`src/rtl/ef_i2s_tdm_rx.sv`:
```
// Master-mode I2S / left-justified / TDM receiver: drives sck/ws, deserialises sd into a slot-tagged FWFT FIFO.
// Sample is written on the clk of its last capture rise; no backpressure, a full FIFO drops the sample and flags overrun.
module ef_i2s_tdm_rx #(
  parameter int DW  = 32,
  parameter int AW  = 4,
  parameter int NCH = 8,
  parameter int CW  = $clog2(NCH)
) (
  input  logic          clk,
  input  logic          rst,
  input  logic          en,
  input  logic [1:0]    fmt,
  input  logic [CW-1:0] num_slots,
  input  logic [5:0]    slot_size,
  input  logic [5:0]    sample_size,
  input  logic [7:0]    sck_prescaler,
  input  logic [NCH-1:0] slot_en,
  input  logic          sign_extend,
  output logic          sck,
  output logic          ws,
  input  logic          sd,
  input  logic          fifo_rd,
  input  logic          fifo_clr,
  input  logic [AW:0]   fifo_threshold,
  output logic [DW-1:0] fifo_rdata,
  output logic [CW-1:0] fifo_rslot,
  output logic          fifo_empty,
  output logic          fifo_full,
  output logic [AW:0]   fifo_level,
  output logic          fifo_level_above,
  output logic          overrun
);
  localparam int DEPTH = 2 ** AW;
  localparam logic [AW:0] DEPTH_LVL = (AW+1)'(DEPTH);
  localparam logic [AW:0] LVL_ONE   = (AW+1)'(1);

  logic [7:0]    presc;
  logic [5:0]    bit_ctr, bit_nxt, cap_cnt, d;
  logic [CW-1:0] slot_ctr, slot_nxt, slot_last, cap_slot, wr_slot;
  logic          cap_act, tdm, tick, rise, fall, start, done, wr, sgn;
  logic [DW-1:0] shreg, raw, ext;

  assign tdm       = fmt[1];
  assign d         = (fmt == 2'b00) ? 6'd1 : 6'd0;
  assign slot_last = tdm ? num_slots : CW'(1);
  assign tick      = en && (presc == 8'd0);
  assign rise      = tick && !sck;
  assign fall      = tick && sck;
  assign start     = rise && (bit_ctr == d);
  // A window that starts and ends on the same rise is the 1-bit sample case.
  assign done      = rise && (start ? (sample_size == 6'd0) : (cap_act && cap_cnt == 6'd1));
  assign raw       = start ? DW'(sd) : {shreg[DW-2:0], sd};
  assign wr_slot   = start ? slot_ctr : cap_slot;
  assign wr        = done && slot_en[wr_slot];

  always_comb begin
    bit_nxt  = bit_ctr + 6'd1;
    slot_nxt = slot_ctr;
    if (bit_ctr == slot_size) begin
      bit_nxt  = 6'd0;
      slot_nxt = (slot_ctr == slot_last) ? '0 : slot_ctr + CW'(1);
    end
  end

  always_comb begin
    sgn = 1'b0;
    for (int i = 0; i < DW; i++)
      if (i == int'(sample_size)) sgn = raw[i];
    ext = '0;
    for (int i = 0; i < DW; i++)
      ext[i] = (i <= int'(sample_size)) ? raw[i] : (sign_extend & sgn);
  end

  always_ff @(posedge clk) begin
    if (rst) begin
      presc    <= '0;
      sck      <= 1'b0;
      ws       <= 1'b0;
      bit_ctr  <= '0;
      slot_ctr <= '0;
      cap_act  <= 1'b0;
      cap_cnt  <= '0;
      cap_slot <= '0;
      shreg    <= '0;
    end else if (!en) begin
      // Preloading the reload value puts the first rise sck_prescaler+1 clk after enable.
      presc    <= sck_prescaler;
      sck      <= 1'b0;
      ws       <= tdm;
      bit_ctr  <= '0;
      slot_ctr <= '0;
      cap_act  <= 1'b0;
      cap_cnt  <= '0;
      cap_slot <= '0;
      shreg    <= '0;
    end else begin
      presc <= tick ? sck_prescaler : presc - 8'd1;
      if (tick) sck <= !sck;
      if (fall) begin
        bit_ctr  <= bit_nxt;
        slot_ctr <= slot_nxt;
        ws       <= tdm ? (slot_nxt == '0 && bit_nxt == 6'd0) : (slot_nxt == CW'(1));
      end
      if (start) begin
        shreg    <= raw;
        cap_slot <= slot_ctr;
        cap_act  <= (sample_size != 6'd0);
        cap_cnt  <= sample_size;
      end else if (rise && cap_act) begin
        shreg   <= raw;
        cap_cnt <= cap_cnt - 6'd1;
        if (cap_cnt == 6'd1) cap_act <= 1'b0;
      end
    end
  end

  logic [DW+CW-1:0] mem [DEPTH];
  logic [AW-1:0]    wptr, rptr;
  logic             wr_ok, rd_ok;

  assign fifo_empty       = (fifo_level == '0);
  assign fifo_full        = (fifo_level == DEPTH_LVL);
  assign fifo_level_above = (fifo_level > fifo_threshold);
  assign wr_ok            = wr && !fifo_full && !fifo_clr;
  assign rd_ok            = fifo_rd && !fifo_empty && !fifo_clr;
  assign {fifo_rslot, fifo_rdata} = fifo_empty ? '0 : mem[rptr];

  always_ff @(posedge clk) begin
    if (wr_ok) mem[wptr] <= {wr_slot, ext};
  end

  always_ff @(posedge clk) begin
    if (rst) begin
      wptr       <= '0;
      rptr       <= '0;
      fifo_level <= '0;
      overrun    <= 1'b0;
    end else if (fifo_clr) begin
      wptr       <= '0;
      rptr       <= '0;
      fifo_level <= '0;
      overrun    <= 1'b0;
    end else begin
      if (wr_ok) wptr <= wptr + AW'(1);
      if (rd_ok) rptr <= rptr + AW'(1);
      if (wr_ok && !rd_ok) fifo_level <= fifo_level + LVL_ONE;
      else if (rd_ok && !wr_ok) fifo_level <= fifo_level - LVL_ONE;
      if (wr && fifo_full) overrun <= 1'b1;
    end
  end
endmodule

```
`config.mk`:
```
export PLATFORM = sky130hd
export DESIGN_NAME = ef_i2s_tdm_rx
export DESIGN_NICKNAME = d
export VERILOG_FILES = /design/src/rtl/ef_i2s_tdm_rx.sv
export SDC_FILE = /design/constraint.sdc
export NUM_CORES = 1
export LEC_CHECK = 0
export ABC_AREA = 1
export CAP_MARGIN = 20
export CORE_MARGIN = 2
export CORE_UTILIZATION = 48
export CTS_CLUSTER_SIZE = 24
export DETAILED_ROUTE_END_ITERATION = 6
export GPL_TIMING_DRIVEN = 1
export PLACE_DENSITY_LB_ADDON = 0.2
export RECOVER_POWER = 100
export SLEW_MARGIN = 15
export SYNTH_ARGS = -nofsm -noshare
export SYNTH_HDL_FRONTEND = slang
export SYNTH_SLANG_ARGS = --single-unit
```
`constraint.sdc`:
```
create_clock -name clk -period 5.9 [get_ports clk]
set_clock_uncertainty 0.2 [all_clocks]
set_input_delay 1.18 -clock clk [delete_from_list [all_inputs] [get_ports clk]]
set_output_delay 1.18 -clock clk [all_outputs]
set_load 0.01 [all_outputs]
```
==> reports/qor.txt, run 1 <==
status: complete, but fails checks
failing checks: capacitance limit, slew limit
gp weighted congestion: 0.959
Worst path max stage delay: 0.77 ns
vias in the first global route: 18300
Arr. time, crit path: 4.04 ns
Worst-Skew Late Latency: 0.60 ns
startpoint class of the critical path: register
share of the synthesized area in the top cell type: 62.6%
GRT Total Usage: 25.2%
total CTS buffers: 67
initial antenna violation count: 0
fillers: 4562
Post-Syn Area: 26800 um2
setup ws final: 0.475 ns
register area: 18400 um2
total clock sinks: 638
Row Count: 86
ratio of cells with drive above 1 in the final layout: 7.65%
via density per instance: 5.91
worst-path maximum fanout: 42
final number of hold-violating endpoints: 0
# diodes: 0
post-route ant nets: 0
asr flop ratio synth: 0%
Post-layout nets: 2494
Setup crit end kind: output pin
post-place setup slack: 0.277 ns
top cells by count, synth: edfxtp_1 (560), nor2_1 (433), o21ai_0 (372)
Worst-path clk slew: 0.06 ns
Detailed Place HPWL: 41800 um
Die Y: 241 um
largest net degree at the start of global routing: 141
critical path cell sequence: clkbuf_2 > buf_4 > o21ai_0 > o22ai_1 > nor2_1 > nor2_1 > o21ai_0 > a21oi_1 > clkdlybuf4s50_1
Mean Syn Cell Area: 11.4 um2
Synth Register Bits: 638
Final min period: 5.42 ns
worst vdd ir: 0.000194 V
area grow syn2layout: 14.0%
CP required: 4.52 ns
worst-margin pin slew: 1.55 ns
final setup TNS: 0 ns
Routed WL: 72300 um
GRT Residual Overflow: 0
Root Driver: clkbuf_16
DIE AREA: 57800 um2
warnings from Yosys: 0
die width: 241 um
dominant synthesized flop cell: edfxtp_1
Slowest-stage cell, CP: clkbuf_2
DR WL/cell: 22.5 um
synth unique cells: 46
Top delay family on crit path: buffers and inverters
core footprint: 55200 um2
area leader, netlist: edfxtp_1
Post-CTS Setup Inserts: 0
Mapped Cells: 2346
DRT Pass-1 Iters: 5
Multi-input gate area: 7360 um2
most common cell in the synthesized netlist: edfxtp_1
RSZ-0062 raised after global routing: false
MaxCap Viol Count: 1
DRT iter0 DRCs: 2014
post-route DRC violation count: 0
hold crit path type: reg2reg
Slew Limit Fails: 42
Port Buffers: 90
H-tree Lvls: 3
Setup violations, final: 0
syn_nets: 2412
via count: 19000
first-pass GRT wire length: 110000 um
Longest Clk Path Bufs: 3
Initial Util: 48.6%
Post-synth EDFFs: 560
P_leak: 11.1 nW
fmax: 184 MHz
synth top area cells: edfxtp_1 (63%), o21ai_0 (6.9%), nor2_1 (6.1%)
CTS Hold Bufs: 0
max_slew headroom: -3.34%
Resized Gates After CTS: 0
post-synthesis sequential area ratio: 68.4%
power per cell area: 297 nW/um2
crit share post-route: 91.9%
critical path class: reg2out
WP buf/inv: 3
Ports: 91
CTS tree: yes
worst paths after layout:
check	from	end	slack (ns)	cells after the start
max	register	fifo_rdata[22]	0.48	9
min	presc[0]	presc[0]	0.25	1
max reg2reg	presc[0]	mem[13][11]	1.21	18
min reg2reg	presc[0]	presc[0]	0.25	1
flip-flops by register name, summed over array words and instances (netlist names), 4 cells and up, named ones only:
register and flops:
cap_cnt 6, shreg 31, mem 560, fifo_level 5, bit_ctr 6, rptr 4, presc 8, wptr 4
stage by stage:
step | utilization [%] | instances | cell area [um2] | total power, mW | hold WS, ns
6_report | 55.4 | 3219 | 30600 | 9.08 | 0.245
3_5_place_dp | 52.3 | 3107 | 28900 | 5.23 | 0.229
5_1_grt | 55.4 | 3219 | 30600 | 9.34 | 0.272
4_1_cts | 56.0 | 3219 | 30900 | 9.16 | 0.238
3_3_place_gp | 52.3 | 3107 | 28900 | 5.22 | 0.220
2_1_floorplan | - | 2346 | 26800 | 5.13 | 0.206
cell usage in the layout, fill, tap and decap left out, types with 71 or more instances in the layout:
master	n
o221ai_1	100
inv_1	112
dfxtp_1	75
edfxtp_1	560
o21ai_0	373
a21oi_1	92
nand3_1	132
clkbuf_16	71
nor2_1	422
nand2_1	163
metal layers:
metal	vias up	wire (um)	GRT usage, %	share of wire [%]
met4	0	2040	8.66	2.8
li1	8681	-	-	-
met5	-	0	0	0
met2	792	34400	41.2	48
met3	145	5300	3.79	7.3
met1	9400	30600	34.7	42
final cells by class:
class,count,area share (%)
clock buffer,87,6.00
clock inverter,25,0.613
inverter,121,1.50
multi-input combinational,1445,24.1
sequential,638,60.1
tap,748,3.06
timing repair buffer,155,4.67
power by group:
part / internal (mW) / leakage (nW) / switching, mW / total [mW]
clock network: 2.28 / 0.987 / 1.68 / 3.96
logic: 0.0728 / 4.24 / 0.155 / 0.227
registers: 4.89 / 5.84 / 0.00907 / 4.90
logic make-up after synthesis:
kind of cell / share of synthesized area (%)
xor gates and xnor gates: 0.555
AOI/OAI and AO/OA: 13.8
adders and majority gates: 1.01
DFF: 68.4
buffers and inverters: 3.85
and+or+nand+nor: 12.4
Note: power is estimated with default switching activity, not from simulation.
==> run 2, diff against run 1 <==
Clock period 5.9 ns to 5.6 ns, I/O delays scaled along.
==> reports/qor.txt, run 2 (synthesis gave the netlist of run 1 again) <==
via count: 19100 (+0.29%)
crit share post-route: 94.2%
CTS tree: yes
leading cell type in the layout, fill and taps excluded: edfxtp_1
MaxCap Viol Count: 0 (-1)
H-tree Lvls: 3 (unchanged)
gp weighted congestion: 0.958 (-0.13%)
total clock sinks: 638 (unchanged)
power per cell area: 314 nW/um2 (+5.9%)
DIE AREA: 57800 um2 (unchanged)
Resized Gates After CTS: 0 (unchanged)
Final min period: 5.28 ns
total CTS buffers: 66 (-1.5%)
# diodes: 0 (unchanged)
status: finished, final reports clean
GRT Total Usage: 25.6% (+0.34 points)
Setup violations, final: 0 (unchanged)
most frequent cells in the layout: edfxtp_1 (560), nor2_1 (419), o21ai_0 (373)
worst-margin pin slew: 1.24 ns (-0.305 ns)
Worst path max stage delay: 0.78 ns (about the same)
Detailed Place HPWL: 40600 um (-2.9%)
CP required: 4.28 ns (-0.24 ns)
critical path cell sequence: inv_6 > clkbuf_2 > o21ai_0 > o22ai_1 > nor2_1 > nor2_1 > o21ai_0 > a21oi_1 > dlygate4sd3_1
DRT Pass-1 Iters: 5 (unchanged)
hold-critical path endpoint: presc[0]
WP buf/inv: 3 (unchanged)
core footprint: 55200 um2 (unchanged)
final setup TNS: 0 ns (unchanged)
Post-layout nets: 2494 (unchanged)
Worst-Skew Late Latency: 0.60 ns (about the same)
DR WL/cell: 22.7 um (+0.94%)
GRT Residual Overflow: 0 (unchanged)
largest net degree at the start of global routing: 136 (-3.5%)
critical path class: reg2out
DRT iter0 DRCs: 1978 (-1.8%)
Largest register FFs: 560 (unchanged)
Area after DPL: 29000 um2 (+0.43%)
RSZ-0062 raised after global routing: false
post-route DRC violation count: 0 (unchanged)
worst-path maximum fanout: 64 (+52%)
max_slew headroom: 17.0% (+20 points)
Top delay family on crit path: buffers and inverters
Initial Util: 48.6% (unchanged)
worst r2r dst: mem[14][13]
flop-to-flop setup slack: 1.15 ns (-0.06 ns)
Root Driver: clkbuf_16
via density per instance: 5.91 (about the same)
post-route ant nets: 0 (unchanged)
Arr. time, crit path: 3.96 ns (-0.08 ns)
Slew Limit Fails: 0 (-100%)
Row Count: 86 (unchanged)
Final Instance Area: 30800 um2 (+0.50%)
initial antenna violation count: 0 (unchanged)
Routed WL: 73200 um (+1.2%)
Post-CTS Setup Inserts: 0 (unchanged)
vias in the first global route: 18300 (-0.011%)
post-place setup slack: 0.150 ns (-0.126 ns)
biggest regs: mem (560), shreg (31), presc (8)
Ports: 91 (unchanged)
die width: 241 um (unchanged)
first-pass GRT wire length: 111000 um (+1.1%)
setup ws final: 0.323 ns (-0.152 ns)
Slowest-stage cell, CP: clkbuf_2
Setup crit end kind: output pin
P_leak: 11.1 nW (about the same)
Top reg by flops: mem
Worst Hold Depth: 1 (unchanged)
hold_sp: presc[0]
area grow syn2layout: 14.5%
R2R cell count: 18 (unchanged)
fmax: 190 MHz
startpoint class of the critical path: register
Port Buffers: 90 (unchanged)
Die Y: 241 um (unchanged)
CTS Hold Bufs: 0 (unchanged)
worst r2r src: presc[0]
hold crit path type: reg2reg
worst vdd ir: 0.000190 V (-1.6%)
Worst-path clk slew: 0.06 ns (about the same)
Longest Clk Path Bufs: 3 (unchanged)
ratio of cells with drive above 1 in the final layout: 8.15% (+0.50 points)
final number of hold-violating endpoints: 0 (unchanged)
==> run 2: report_power, final <==
part,total [mW],switching (mW),internal (mW)
combinational,0.245,0.167,0.0787
sequential,5.16,0.00942,5.15
clock,4.26,1.80,2.47
total,9.67,1.98,7.69
==> run 2: worst max path at each step <==
stage          slack, ns             end  cells after the start      from
2_1_floorplan       0.33      mem[11][0]                     17    fmt[1]
3_3_place_gp        0.23   fifo_level[4]                     24        en
3_5_place_dp        0.15   fifo_level[4]                     24        en
4_1_cts             0.47  fifo_rdata[12]                      9  register
5_1_grt             0.15   fifo_level[4]                     22        en
6_report            0.32   fifo_rdata[1]                      9  register
==> run 2: routing by layer <==
layer  global-route usage, %  part of all wire (%)
met5                       0                     0
met4                    8.00                   2.3
met3                    3.69                   8.2
met2                    41.2                    47
met1                    36.1                    42
==> run 2: final cells by class <==
class / count / area (um2)
clock inverter: 32 / 338
timing repair buffer: 156 / 1450
clock buffer: 86 / 1730
fill: 4509 / 24400
multi-input combinational: 1445 / 7450
inverter: 121 / 460
tap: 748 / 936
sequential: 638 / 18400
==> run 2: stage by stage <==
step	cells	utilization (%)	hold slack [ns]	power, mW
floorplan	2346	-	0.206	5.41
CTS	3225	56.3	0.231	9.73
detailed placement	3107	52.5	0.223	5.51
global route	3226	55.7	0.261	9.93
finish	3226	55.7	0.238	9.67
global placement	3107	52.5	0.219	5.51
